===== config.mk =====
export PLATFORM = sky130hd
export DESIGN_NAME = x_stream_feeder_flat
export DESIGN_NICKNAME = d
export VERILOG_FILES = /design/src/rtl/matrix_pkg.sv /design/src/rtl/x_stream_feeder_if.sv /design/src/rtl/x_feed_buf.sv /design/src/rtl/x_stream_feeder.sv /design/src/flat_wrapper.sv
export SDC_FILE = /design/constraint.sdc
export NUM_CORES = 1
export LEC_CHECK = 0
export CORE_MARGIN = 3
export CORE_UTILIZATION = 33
export CTS_CLUSTER_DIAMETER = 80
export CTS_CLUSTER_SIZE = 20
export DETAILED_ROUTE_END_ITERATION = 8
export GPL_TIMING_DRIVEN = 0
export SLEW_MARGIN = 20
export SYNTH_ARGS = -nofsm -noshare
export SYNTH_HDL_FRONTEND = slang
export SYNTH_SLANG_ARGS = --single-unit

===== constraint.sdc =====
create_clock -name clk -period 4.9 [get_ports clk]
set_input_delay 0.98 -clock clk [delete_from_list [all_inputs] [get_ports clk]]
set_output_delay 0.98 -clock clk [all_outputs]
set_load 0.01 [all_outputs]

===== src/rtl/matrix_pkg.sv =====
// Shared constants and types for the X-operand stream feeder.
//   DATA_W     : stream byte width
//   BLOCK_LEN  : bytes per block
//   NUM_BLOCKS : blocks held in the buffer
//   ADDR_W     : host byte address width (2^ADDR_W >= DEPTH)
package matrix_pkg;

  localparam int unsigned DATA_W     = 8;
  localparam int unsigned BLOCK_LEN  = 32;
  localparam int unsigned NUM_BLOCKS = 5;
  localparam int unsigned ADDR_W     = 8;
  localparam int unsigned DEPTH      = BLOCK_LEN * NUM_BLOCKS;
  localparam int unsigned OFF_W      = $clog2(BLOCK_LEN);
  localparam int unsigned BLK_W      = 3;

  typedef enum logic [1:0] {
    IDLE,
    STREAM,
    DONE
  } feeder_state_t;

endpackage


===== src/rtl/x_stream_feeder_if.sv =====
// Host-write and PADSTOP-stream signals of the X stream feeder.
//   master : host / PADSTOP side (drives start, writes, load requests)
//   slave  : feeder side (drives X_load, block_idx, status, wr_err)
interface x_stream_feeder_if;
  import matrix_pkg::*;

  logic              start;
  logic              wr_en;
  logic [ADDR_W-1:0] wr_addr;
  logic [DATA_W-1:0] wr_data;
  logic              wr_err;
  logic              input_load_en;
  logic              Xload_done;
  logic [DATA_W-1:0] X_load;
  logic [BLK_W-1:0]  block_idx;
  logic              busy;
  logic              feed_done;

  modport master (
    output start, wr_en, wr_addr, wr_data, input_load_en, Xload_done,
    input  wr_err, X_load, block_idx, busy, feed_done
  );

  modport slave (
    input  start, wr_en, wr_addr, wr_data, input_load_en, Xload_done,
    output wr_err, X_load, block_idx, busy, feed_done
  );

endinterface


===== src/rtl/x_feed_buf.sv =====
// Operand byte buffer: Depth x DataW register array, not reset.
//   clk_i   : clock
//   we_i    : synchronous write enable
//   waddr_i : write address (caller guarantees < Depth)
//   wdata_i : write data
//   raddr_i : combinational read address (caller guarantees < Depth)
//   rdata_o : read data
module x_feed_buf #(
  parameter int unsigned Depth = 160,
  parameter int unsigned DataW = 8,
  parameter int unsigned AddrW = 8
) (
  input  logic             clk_i,
  input  logic             we_i,
  input  logic [AddrW-1:0] waddr_i,
  input  logic [DataW-1:0] wdata_i,
  input  logic [AddrW-1:0] raddr_i,
  output logic [DataW-1:0] rdata_o
);

  logic [DataW-1:0] mem_q [Depth];

  always_ff @(posedge clk_i) begin
    if (we_i) begin
      mem_q[waddr_i] <= wdata_i;
    end
  end

  assign rdata_o = mem_q[raddr_i];

endmodule


===== src/rtl/x_stream_feeder.sv =====
// Streams a host-loaded operand buffer to PADSTOP one byte per request, block by
// block; Xload_done rewinds to the start of the current block.
//   clk   : clock, rising edge
//   rst_n : asynchronous active-low reset
//   bus   : slave side of x_stream_feeder_if (host writes, stream, status)
module x_stream_feeder
  import matrix_pkg::*;
(
  input logic              clk,
  input logic              rst_n,
  x_stream_feeder_if.slave bus
);

  localparam logic [OFF_W-1:0]  OffLast  = OFF_W'(BLOCK_LEN - 1);
  localparam logic [BLK_W-1:0]  BlkLast  = BLK_W'(NUM_BLOCKS - 1);
  localparam logic [ADDR_W-1:0] BaseStep = ADDR_W'(BLOCK_LEN);
  // One extra bit so a depth of exactly 2^ADDR_W still compares correctly.
  localparam logic [ADDR_W:0]   DepthLim = (ADDR_W + 1)'(DEPTH);

  feeder_state_t     state_q;
  logic [ADDR_W-1:0] base_q;
  logic [OFF_W-1:0]  off_q;
  logic [DATA_W-1:0] x_load_q;
  logic [BLK_W-1:0]  block_idx_q;
  logic              wr_err_q;

  logic [ADDR_W-1:0] rd_addr;
  logic [DATA_W-1:0] rd_data;
  logic              wr_accept;

  assign rd_addr   = base_q + ADDR_W'(off_q);
  assign wr_accept = bus.wr_en && (state_q != STREAM) && ({1'b0, bus.wr_addr} < DepthLim);

  x_feed_buf #(
    .Depth (DEPTH),
    .DataW (DATA_W),
    .AddrW (ADDR_W)
  ) u_buf (
    .clk_i   (clk),
    .we_i    (wr_accept),
    .waddr_i (bus.wr_addr),
    .wdata_i (bus.wr_data),
    .raddr_i (rd_addr),
    .rdata_o (rd_data)
  );

  always_ff @(posedge clk or negedge rst_n) begin
    if (!rst_n) begin
      state_q     <= IDLE;
      base_q      <= '0;
      off_q       <= '0;
      x_load_q    <= '0;
      block_idx_q <= '0;
      wr_err_q    <= 1'b0;
    end else begin
      wr_err_q <= bus.wr_en && !wr_accept;
      unique case (state_q)
        IDLE: begin
          if (bus.start) begin
            state_q     <= STREAM;
            base_q      <= '0;
            off_q       <= '0;
            block_idx_q <= '0;
          end
        end
        STREAM: begin
          // Rewind wins over a same-cycle request; X_load and block hold.
          if (bus.Xload_done) begin
            off_q <= '0;
          end else if (bus.input_load_en) begin
            x_load_q <= rd_data;
            if (off_q != OffLast) begin
              off_q <= off_q + 1'b1;
            end else if (block_idx_q != BlkLast) begin
              off_q       <= '0;
              base_q      <= base_q + BaseStep;
              block_idx_q <= block_idx_q + 1'b1;
            end else begin
              state_q <= DONE;
            end
          end
        end
        DONE: begin
          if (bus.start) begin
            state_q     <= STREAM;
            base_q      <= '0;
            off_q       <= '0;
            block_idx_q <= '0;
          end else if (bus.input_load_en) begin
            x_load_q <= '0;
          end
        end
        default: state_q <= IDLE;
      endcase
    end
  end

  assign bus.X_load    = x_load_q;
  assign bus.block_idx = block_idx_q;
  assign bus.wr_err    = wr_err_q;
  assign bus.busy      = (state_q == STREAM);
  assign bus.feed_done = (state_q == DONE);

endmodule


===== src/flat_wrapper.sv =====
// flat-port wrapper written by rule: the top's interface ports become plain ports
module x_stream_feeder_flat import matrix_pkg::*;
  (clk, rst_n, bus_start, bus_wr_en, bus_wr_addr, bus_wr_data, bus_input_load_en, bus_Xload_done, bus_wr_err, bus_X_load, bus_block_idx, bus_busy, bus_feed_done);
  x_stream_feeder_if bus_i ();
  input logic clk;
  input logic rst_n;
  input wire logic [$bits(bus_i.start)-1:0] bus_start;
  input wire logic [$bits(bus_i.wr_en)-1:0] bus_wr_en;
  input wire logic [$bits(bus_i.wr_addr)-1:0] bus_wr_addr;
  input wire logic [$bits(bus_i.wr_data)-1:0] bus_wr_data;
  input wire logic [$bits(bus_i.input_load_en)-1:0] bus_input_load_en;
  input wire logic [$bits(bus_i.Xload_done)-1:0] bus_Xload_done;
  output wire logic [$bits(bus_i.wr_err)-1:0] bus_wr_err;
  output wire logic [$bits(bus_i.X_load)-1:0] bus_X_load;
  output wire logic [$bits(bus_i.block_idx)-1:0] bus_block_idx;
  output wire logic [$bits(bus_i.busy)-1:0] bus_busy;
  output wire logic [$bits(bus_i.feed_done)-1:0] bus_feed_done;
  assign bus_i.start = bus_start;
  assign bus_i.wr_en = bus_wr_en;
  assign bus_i.wr_addr = bus_wr_addr;
  assign bus_i.wr_data = bus_wr_data;
  assign bus_i.input_load_en = bus_input_load_en;
  assign bus_i.Xload_done = bus_Xload_done;
  assign bus_wr_err = bus_i.wr_err;
  assign bus_X_load = bus_i.X_load;
  assign bus_block_idx = bus_i.block_idx;
  assign bus_busy = bus_i.busy;
  assign bus_feed_done = bus_i.feed_done;
  x_stream_feeder u_core (.clk(clk), .rst_n(rst_n), .bus(bus_i));
endmodule

[Word-level counts from Yosys, hierarchy flattened]
Memories as Yosys holds them, arrays and structs flattened.
Cells that the tools add are included.
Word-level totals
  register bits after elaboration: 27
  memory bits (writable): 1280
  input bits: 22
  memories: 1
Operators by class
  add/subtract/negate cells: 4
  magnitude comparators: 1
  eq/ne operators: 15
  muxes and demuxes: 31
  reduce and logical (&&, ||, !) cells: 12
Memory list
  u_core.u_buf.mem_q: words 160, bits a word 8, rd ports 1, clocked after Yosys merged registers in 0, write ports 1, RTL line x_feed_buf.sv:21  | logic [DataW-1:0] mem_q [Depth];
Operators by type and width (number)
  8-bit two-way mux: 9
  8-bit case mux with 2 select lines: 2
  5-bit two-way mux: 5
  3-bit two-way mux: 5
  2-bit inequality test (second input constant): 6
  2-bit two-way mux: 5
  5-bit case mux with 2 select lines: 1
  5-bit AND reduction: 2
  8-bit by 5-bit adder with 8-bit output: 1
  8-bit by 6-bit adder with 8-bit output (second input constant): 1
  8-bit < comparator (second input constant): 1
  2-bit by 1-bit inequality test with 1-bit output (second input constant): 3
  3-bit inequality test (second input constant): 2
  3-bit case mux with 2 select lines: 1
  6-bit AND reduction: 1
  5-bit by 1-bit adder with 5-bit output (second input constant): 1
  5-bit inequality test (second input constant): 1
  4-bit by 2-bit inequality test with 1-bit output (second input constant): 1
  2-bit case mux with 2 select lines: 1
  4-bit AND reduction: 1
  2-bit nonzero test: 2
  3-bit by 1-bit adder with 3-bit output (second input constant): 1
  1-bit logical AND: 3
  2-bit by 1-bit == test with 1-bit output (second input constant): 1
  5 further kinds: 6

[Logic depth before layout (Yosys ltp)]
Gate-level depths: netlist of the first run.
  depth after elaboration: 6
  depth in mapped cells: 11
  mapped depth without buffers: 9

[By module]
Synthesis of the first run repeated with hierarchy kept, for this count alone.
Unflattened totals
  cell total of the unflattened synthesis: 2585
  area, all modules: 51418.1 µm²
Modules (own cells, without submodules)
  x_feed_buf: instances 1, cells an instance 2481, area an instance 50221.9 µm², sequential area each 38436.9 µm²
  x_stream_feeder: instances 1, cells an instance 104, area an instance 1196.1 µm², sequential area each 550.5 µm²

[Least setup slack after synthesis of the first run]
Ideal clock, no wire load.
  path type: input-to-reg
  start: input port bus_wr_en
  end: memory u_core.u_buf.mem_q[115][0] (enable)
  data arrival time: 2.243 ns
  required time: 4.530 ns
  setup slack: 2.287 ns
  stages on the path: 5
  buffers on the path: 1
  cell sequence: nand2_1 -> nor3b_1 -> nand3_1 -> clkbuf_1 -> nor2_1
Between the ends
  longest elaborated chain between the ends: 4
RTL lines
  start, declared: RTL line flat_wrapper.sv:8  | input wire logic [$bits(bus_i.wr_en)-1:0] bus_wr_en;
  1-bit logical AND (2 in a row): RTL line x_stream_feeder.sv:32  | assign wr_accept = bus.wr_en && (state_q != STREAM) && ({1'b0, bus.wr_addr} < DepthLim);
  1-bit two-way mux: RTL line x_feed_buf.sv:24  | if (we_i) begin
  1-bit two-way mux (implied by the code): RTL line x_feed_buf.sv:25  | mem_q[waddr_i] <= wdata_i;
  end, declared: RTL line x_feed_buf.sv:21
No other way between the ends.

[Worst setup path in the final report of the first run]
  start: register u_core.off_q[3]
  end: register u_core.off_q[3]
Between the ends
  longest elaborated chain between the ends: 5
  elaborated cells between the ends (all ways): 8
  those cells by class: add/sub: 1; eq/ne: 2; mux: 4; reduce/logical: 1
RTL lines
  start, declared: RTL line x_stream_feeder.sv:22  | logic [OFF_W-1:0] off_q;
  start signal, assigned: RTL line x_stream_feeder.sv:73  | off_q <= off_q + 1'b1;
  5-bit by 1-bit adder with 5-bit output or 5-bit inequality test (tied branches): RTL line x_stream_feeder.sv:73, x_stream_feeder.sv:72
  5-bit two-way mux: RTL line x_stream_feeder.sv:72  | if (off_q != OffLast) begin
  5-bit two-way mux: RTL line x_stream_feeder.sv:70  | end else if (bus.input_load_en) begin
  5-bit two-way mux: RTL line x_stream_feeder.sv:68  | if (bus.Xload_done) begin
  5-bit case mux with 2 select lines: RTL line x_stream_feeder.sv:57  | unique case (state_q)
Several ways; a longest one is shown, not always the timed one. The select of a mux whose other input is x is not followed.
A chain may end at the register's enable or synchronous reset.

==> results of run 1 <==
[registers in the layout, indices dropped and copies added (netlist names)]
| signal | flops |
|---|---|
| u_core.u_buf.mem_q | 1280 |
| u_core.bus.X_load | 8 |
| u_core.off_q | 5 |
| u_core.base_q | 3 |
| u_core.bus.block_idx | 3 |
| u_core.state_q | 2 |
| u_core.bus.wr_err | 1 |
[cells in the final DEF (no fill, tap or decap), types with 27 or more instances in the layout]
cell / instances
clkbuf_16: 81
o21ai_1: 33
a221o_1: 29
mux4_2: 144
clkbuf_1: 110
mux2i_1: 351
nor3_1: 27
edfxtp_1: 1280
a211oi_1: 30
nand2_1: 53
o21ai_0: 43
a221oi_1: 116
nor2_1: 183
a22oi_1: 27
o31ai_1: 29
a21oi_1: 46
[where the power goes]
part / internal [uW] / switching [uW]
combinational: 990 / 2100
sequential: 12200 / 96.6
clock: 2990 / 3490
[worst max-delay path: stages, from the launching register on]
cell and delay [ps]:
dfrtp_1 470, clkbuf_1 680, clkbuf_1 780, clkbuf_1 700
and3_1 280, ha_1 240, nand3_1 120, a21oi_1 190
nor2_1 60, nor2_1 340, o21ai_0 170, o31ai_1 110
[final cells by class]
cell class	count	area [um2]	area share
multi-input combinational	1265	11400	0.202
antenna	3	7.51	0.000132
tap	2044	2560	0.0450
buffer	175	1000	0.0176
clock inverter	3	26.3	0.000462
inverter	5	18.8	0.000330
clock buffer	96	2080	0.0367
timing repair buffer	45	691	0.0122
sequential	1302	39000	0.686
[layer usage]
metal	vias to the layer above	GRT usage	share of wire
li1	11432	-	-
met1	14823	0.264	0.39
met2	1738	0.299	0.45
met3	359	0.0449	0.11
met4	2	0.0876	0.049
met5	-	0	0.000081
[metrics by stage]
step / total power, uW / area, um2 / hold WS [ps] / setup slack, ps / util
final: 21900 / 56800 / 295 / 658 / 0.368
after floorplan: 14100 / 51400 / 517 / 2290 / -
after global routing: 22400 / 56800 / 331 / 639 / 0.368
after CTS: 21900 / 56800 / 278 / 790 / 0.368
after global placement: 15600 / 54300 / 550 / -2520 / 0.351
after detailed placement: 15600 / 54700 / 558 / 680 / 0.354
[final timing paths]
| path | to | slack (ps) |
|---|---|---|
| max reg2reg | u_core.off_q[3] | 660 |
| min | u_core.state_q[1] | 290 |
| min reg2reg | u_core.bus.block_idx[0] | 560 |
| max in group asynchronous | u_core.bus.X_load[6] | 4230 |
| min in group clk | u_core.bus.block_idx[0] | 560 |
| max | u_core.off_q[3] | 660 |
[logic make-up (layout without fill, tap and decap cells)]
group           after synthesis  count (layout)  synth area share
xor+xnor                      2               2          0.000341
flops                      1302            1302             0.758
buf+inv                     180             324            0.0197
fa+ha+maj                     5               5           0.00122
other cells                   0               3                 0
simple gates                357             357            0.0310
mux                         495             495             0.131
compound gates              406             406            0.0579
==> reports/qor.csv, run 1 <==
stage,metric,value,unit
outcome,outcome,"complete, no violations",
grt,grt_max_degree,107,
place,gp_congestion,0.957,
layout,area_growth,10.5,%
floorplan,design.core.area,154000,um2
floorplan,initial_core_util,0.333,
flow_run,cap_violations,0,
synth,synth_edf_count,1280,
sta,max_slew_margin,0.177,
worst_setup_path,critPathCaptureType,flip-flop,
sta,finalCriticalPeriod,4240,ps
worst_setup_path,r2r_start,u_core.off_q[3],
clock_tree,clkLatencyLatePin,660,ps
detailed_routing,vias,28354,
detailed_routing,routed_wl,161,mm
detailed_routing,drt_iter0_drc,4311,
synth,synth_area,51400,um2
layout,drive_above_1_share,0.118,
detailed_routing,wl_per_cell,32.6,um
grt,grt_usage,0.195,
power_and_ir_drop,p_leak,0.0169,uW
worst_setup_path,path_max_fanout,10,
synth,synthFlopType,edfxtp_1,
worst_setup_path,cp-start-kind,flip-flop,
synth,synth_cell_types,55,
detailed_routing,drc_errors,0,
sta,fin_tns_setup,0,ps
synth,synthTopCellsByArea,"edfxtp_1 75%, mux2i_1 6.8%, mux4_2 6.3%",
worst_setup_path,cp_data_arrival_time,4810,ps
synth,synth_seq_cells,1302,
clock_tree,clock_path_buffers,3,
layout,finalNonFillerCells,4938,
clock_tree,cts-root-buf,clkbuf_16,
synth,async_flop_share,0.0169,
floorplan,rows,144,
floorplan,ios,36,
grt,grt_pass1_vias,27305,
detailed_routing,firstDrtPassIters,8,
clock_tree,clk_pin_slew,90,ps
layout,design.final.nets,2896,
worst_setup_path,crit_type,flip-flop to flip-flop,
synth,synth_nets,2774,
grt,grt_antenna_before_repair,10,
synth,ys_warn_count,0,
sta,tightestPinTransition,1230,ps
grt,grt_overflow,0,
synth,postSynthCellCount,2747,
place,hpwlAfterDp,108,mm
place,place_inst,4836,
clock_tree,cts.sinks,1302,
power_and_ir_drop,power.density,386,nW/um2
sta,fmax,0.236,GHz
clock_tree,cts_tree,yes,
synth,synth_top_area_cell,edfxtp_1,
detailed_routing,ant_nets,0,
synth,synth.most_common_cell,edfxtp_1,
floorplan,die_area,161000,um2
layout,fillers,14154,
sta,final_max_slew_viol_count,0,
floorplan,die_y,401,um
sta,setup_viol,0,
synth,synth_top_area_share,0.748,
clock_tree,cts_buffers,75,
clock_tree,hold_buffers,0,
worst_setup_path,cp.required,5470,ps
sta,clock_skew,23.9,ps
worst_hold_path,hp-class,input port to async pin,
sta,fin_crit_sh,0.866,
worst_setup_path,startpoint,u_core.off_q[3],
sta,hold_viol,0,
clock_tree,cts_setup_buffers,0,
synth,postSynthAreaPerCell,18.7,um2
worst_setup_path,reg2regPathDepth,11,
place,port_buffers,31,
synth,synth_common_cells,"1280 x edfxtp_1, 351 x mux2i_1, 183 x nor2_1, 144 x mux4_2, 116 x a221oi_1",
clock_tree,cts_resized,0,
synth,yosysSeqAreaShare,0.758,
power_and_ir_drop,ir_drop,230,uV
grt,grt_pass1_wl,220,mm
clock_tree,htreeDepth,3,
detailed_routing,vias_per_cell,5.74,
floorplan,die_w,401,um
sta,rsz0062_at_grt,false,
No activity file was read; power rests on OpenSTA's default activity.
==> run 2: changes to the inputs <==
--- a/config.mk
+++ b/config.mk
@@ -11,6 +11,7 @@
 export CTS_CLUSTER_SIZE = 20
 export DETAILED_ROUTE_END_ITERATION = 8
 export GPL_TIMING_DRIVEN = 0
+export RECOVER_POWER = 50
 export SLEW_MARGIN = 20
 export SYNTH_ARGS = -nofsm -noshare
 export SYNTH_HDL_FRONTEND = slang
==> run 2 against run 1 <==
The run now ends with max-capacitance violations, max-slew violations left. Via count up 0.59%. Final cell count unchanged. Die area stayed put. Non-clock buffer count unchanged. Global-route usage stayed put. First-iteration DRC count decreased by 4.8%. Combinational power is essentially flat. Maximum frequency is 2.0% lower. Flip-flop and latch count stayed put. Clock skew is 3.5 ps higher. Critical path type is now input port to flip-flop. Critical endpoint is now u_core.u_buf.mem_q[139][5].
==> reports/qor.csv, run 2 (synthesis results as in run 1) <==
stage,metric,value,unit
worst_setup_path,cp.required,4710,ps
clock_tree,cts.sinks,1302,
layout,multi_input_area,11400,um2
worst_setup_path,crit_path_top_delay_cell,clkbuf_1,
clock_tree,hold_buffers,0,
clock_tree,cts_setup_buffers,0,
place,place_ws,680,ps
place,port_buffers,31,
grt,grt_overflow,0,
worst_setup_path,crit_buf_inv,1,
grt,grt_antenna_before_repair,11,
grt,grt_pass1_vias,27305,
sta,setup_viol,0,
sta,tightestPinTransition,4460,ps
floorplan,rows,144,
worst_setup_path,critPathCaptureType,flip-flop,
sta,max_slew_margin,-1.97,
layout,area_growth,10.3,%
detailed_routing,drt_iter0_drc,4106,
outcome,violations,"max-capacitance violations, max-slew violations",
grt,grt_usage,0.195,
worst_setup_path,reg2regPathDepth,8,
clock_tree,cts_buffers,75,
outcome,outcome,"complete, but fails checks",
worst_setup_path,cp.depth,1,
detailed_routing,vias_per_cell,5.78,
layout,largest_register_ff_count,1280,
worst_setup_path,crit_chain,clkbuf_1,
detailed_routing,routed_wl,161,mm
place,hpwlAfterDp,108,mm
worst_setup_path,crit_type,input port to flip-flop,
floorplan,die_y,401,um
sta,fmax,0.231,GHz
power_and_ir_drop,power.density,387,nW/um2
detailed_routing,ant_nets,0,
clock_tree,clock_path_buffers,3,
layout,drive_above_1_share,0.115,
detailed_routing,firstDrtPassIters,5,
worst_hold_path,hp-class,flip-flop to flip-flop,
grt,grt_pass1_wl,220,mm
sta,hold_viol,0,
clock_tree,clkLatencyLatePin,660,ps
layout,layout_common_cells,"1280 x edfxtp_1, 351 x mux2i_1, 183 x nor2_1, 144 x mux4_2, 118 x clkbuf_1",
floorplan,die_area,161000,um2
place,place_inst,4836,
clock_tree,htreeDepth,3,
power_and_ir_drop,p_leak,0.0168,uW
sta,final_max_slew_viol_count,587,
sta,rsz0062_at_grt,false,
layout,layout_commonest_cell,edfxtp_1,
floorplan,initial_core_util,0.333,
detailed_routing,vias,28522,
worst_setup_path,cp_data_arrival_time,4130,ps
grt,grt_max_degree,107,
power_and_ir_drop,ir_drop,232,uV
worst_setup_path,path_max_fanout,89,
flow_run,cap_violations,8,
clock_tree,cts-root-buf,clkbuf_16,
layout,regArea,39000,um2
sta,setup_ws,571,ps
layout,design.final.nets,2896,
detailed_routing,wl_per_cell,32.7,um
place,gp_congestion,0.957,
floorplan,design.core.area,154000,um2
layout,fillers,14170,
clock_tree,cts_resized,0,
worst_setup_path,crit_family,buffers and inverters,
sta,fin_crit_sh,0.883,
worst_setup_path,crit_path_max_incr_delay,3070,ps
floorplan,ios,36,
clock_tree,cts_tree,yes,
sta,finalCriticalPeriod,4330,ps
layout,finalNonFillerCells,4938,
worst_setup_path,cp-start-kind,input port,
worst_hold_path,hold_path_depth,1,
sta,clock_skew,27.5,ps
detailed_routing,drc_errors,0,
floorplan,die_w,401,um
layout,top_register,u_core.u_buf.mem_q,
clock_tree,clk_pin_slew,80,ps
[run 2: cell count changes in the layout (fill, tap and decap cells not counted)]
cell | before | now
clkbuf_4 | 0 | 1
clkbuf_1 | 110 | 118
buf_16 | 11 | 10
dlygate4sd3_1 | 0 | 7
buf_6 | 25 | 24
clkdlybuf4s50_1 | 22 | 15
buf_2 | 18 | 17
dlygate4sd2_1 | 0 | 1
buf_8 | 11 | 4
[run 2: area by class of cell]
class                      count  area share
sequential                  1302       0.687
multi-input combinational   1265       0.202
tap                         2044      0.0451
clock buffer                  96      0.0367
buffer                       175      0.0176
timing repair buffer          45      0.0104
clock inverter                 3    0.000463
inverter                       5    0.000331
antenna                        3    0.000132
[run 2: final timing paths]
check                                              to  slack [ps]                    start
hold / removal                u_core.bus.block_idx[0]         560  u_core.bus.block_idx[0]
setup / recovery           u_core.u_buf.mem_q[139][5]         570           bus_wr_data[5]
max in group asynchronous            u_core.base_q[5]        3530                    rst_n
hold reg to reg               u_core.bus.block_idx[0]         560  u_core.bus.block_idx[0]
setup reg to reg                 u_core.bus.X_load[3]         660          u_core.off_q[2]
min in group asynchronous           u_core.state_q[1]         590                    rst_n
[run 2: power breakdown]
part / switching, uW / internal, uW / total [uW]
logic: 2100 / 977 / 3080
registers: 96.5 / 12300 / 12400
clock network: 3510 / 2990 / 6500
[run 2: stage by stage]
stage / hold WS, ps / total power (uW) / TNS, ps / utilization / instance area [um2]
3_5_place_dp: 558 / 15600 / 0 / 0.354 / 54700
6_report: 558 / 21900 / 0 / 0.367 / 56700
3_3_place_gp: 550 / 15600 / -2681510 / 0.351 / 54300
4_1_cts: 278 / 21900 / 0 / 0.368 / 56800
5_1_grt: 602 / 22400 / 0 / 0.367 / 56700
2_1_floorplan: 517 / 14100 / 0 / - / 51400
[run 2: layer usage]
metal	track usage	up-vias	share of wire
li1	-	11433	-
met1	0.264	14970	0.39
met2	0.299	1761	0.45
met3	0.0449	354	0.10
met4	0.0876	4	0.049
met5	0	-	0.00020
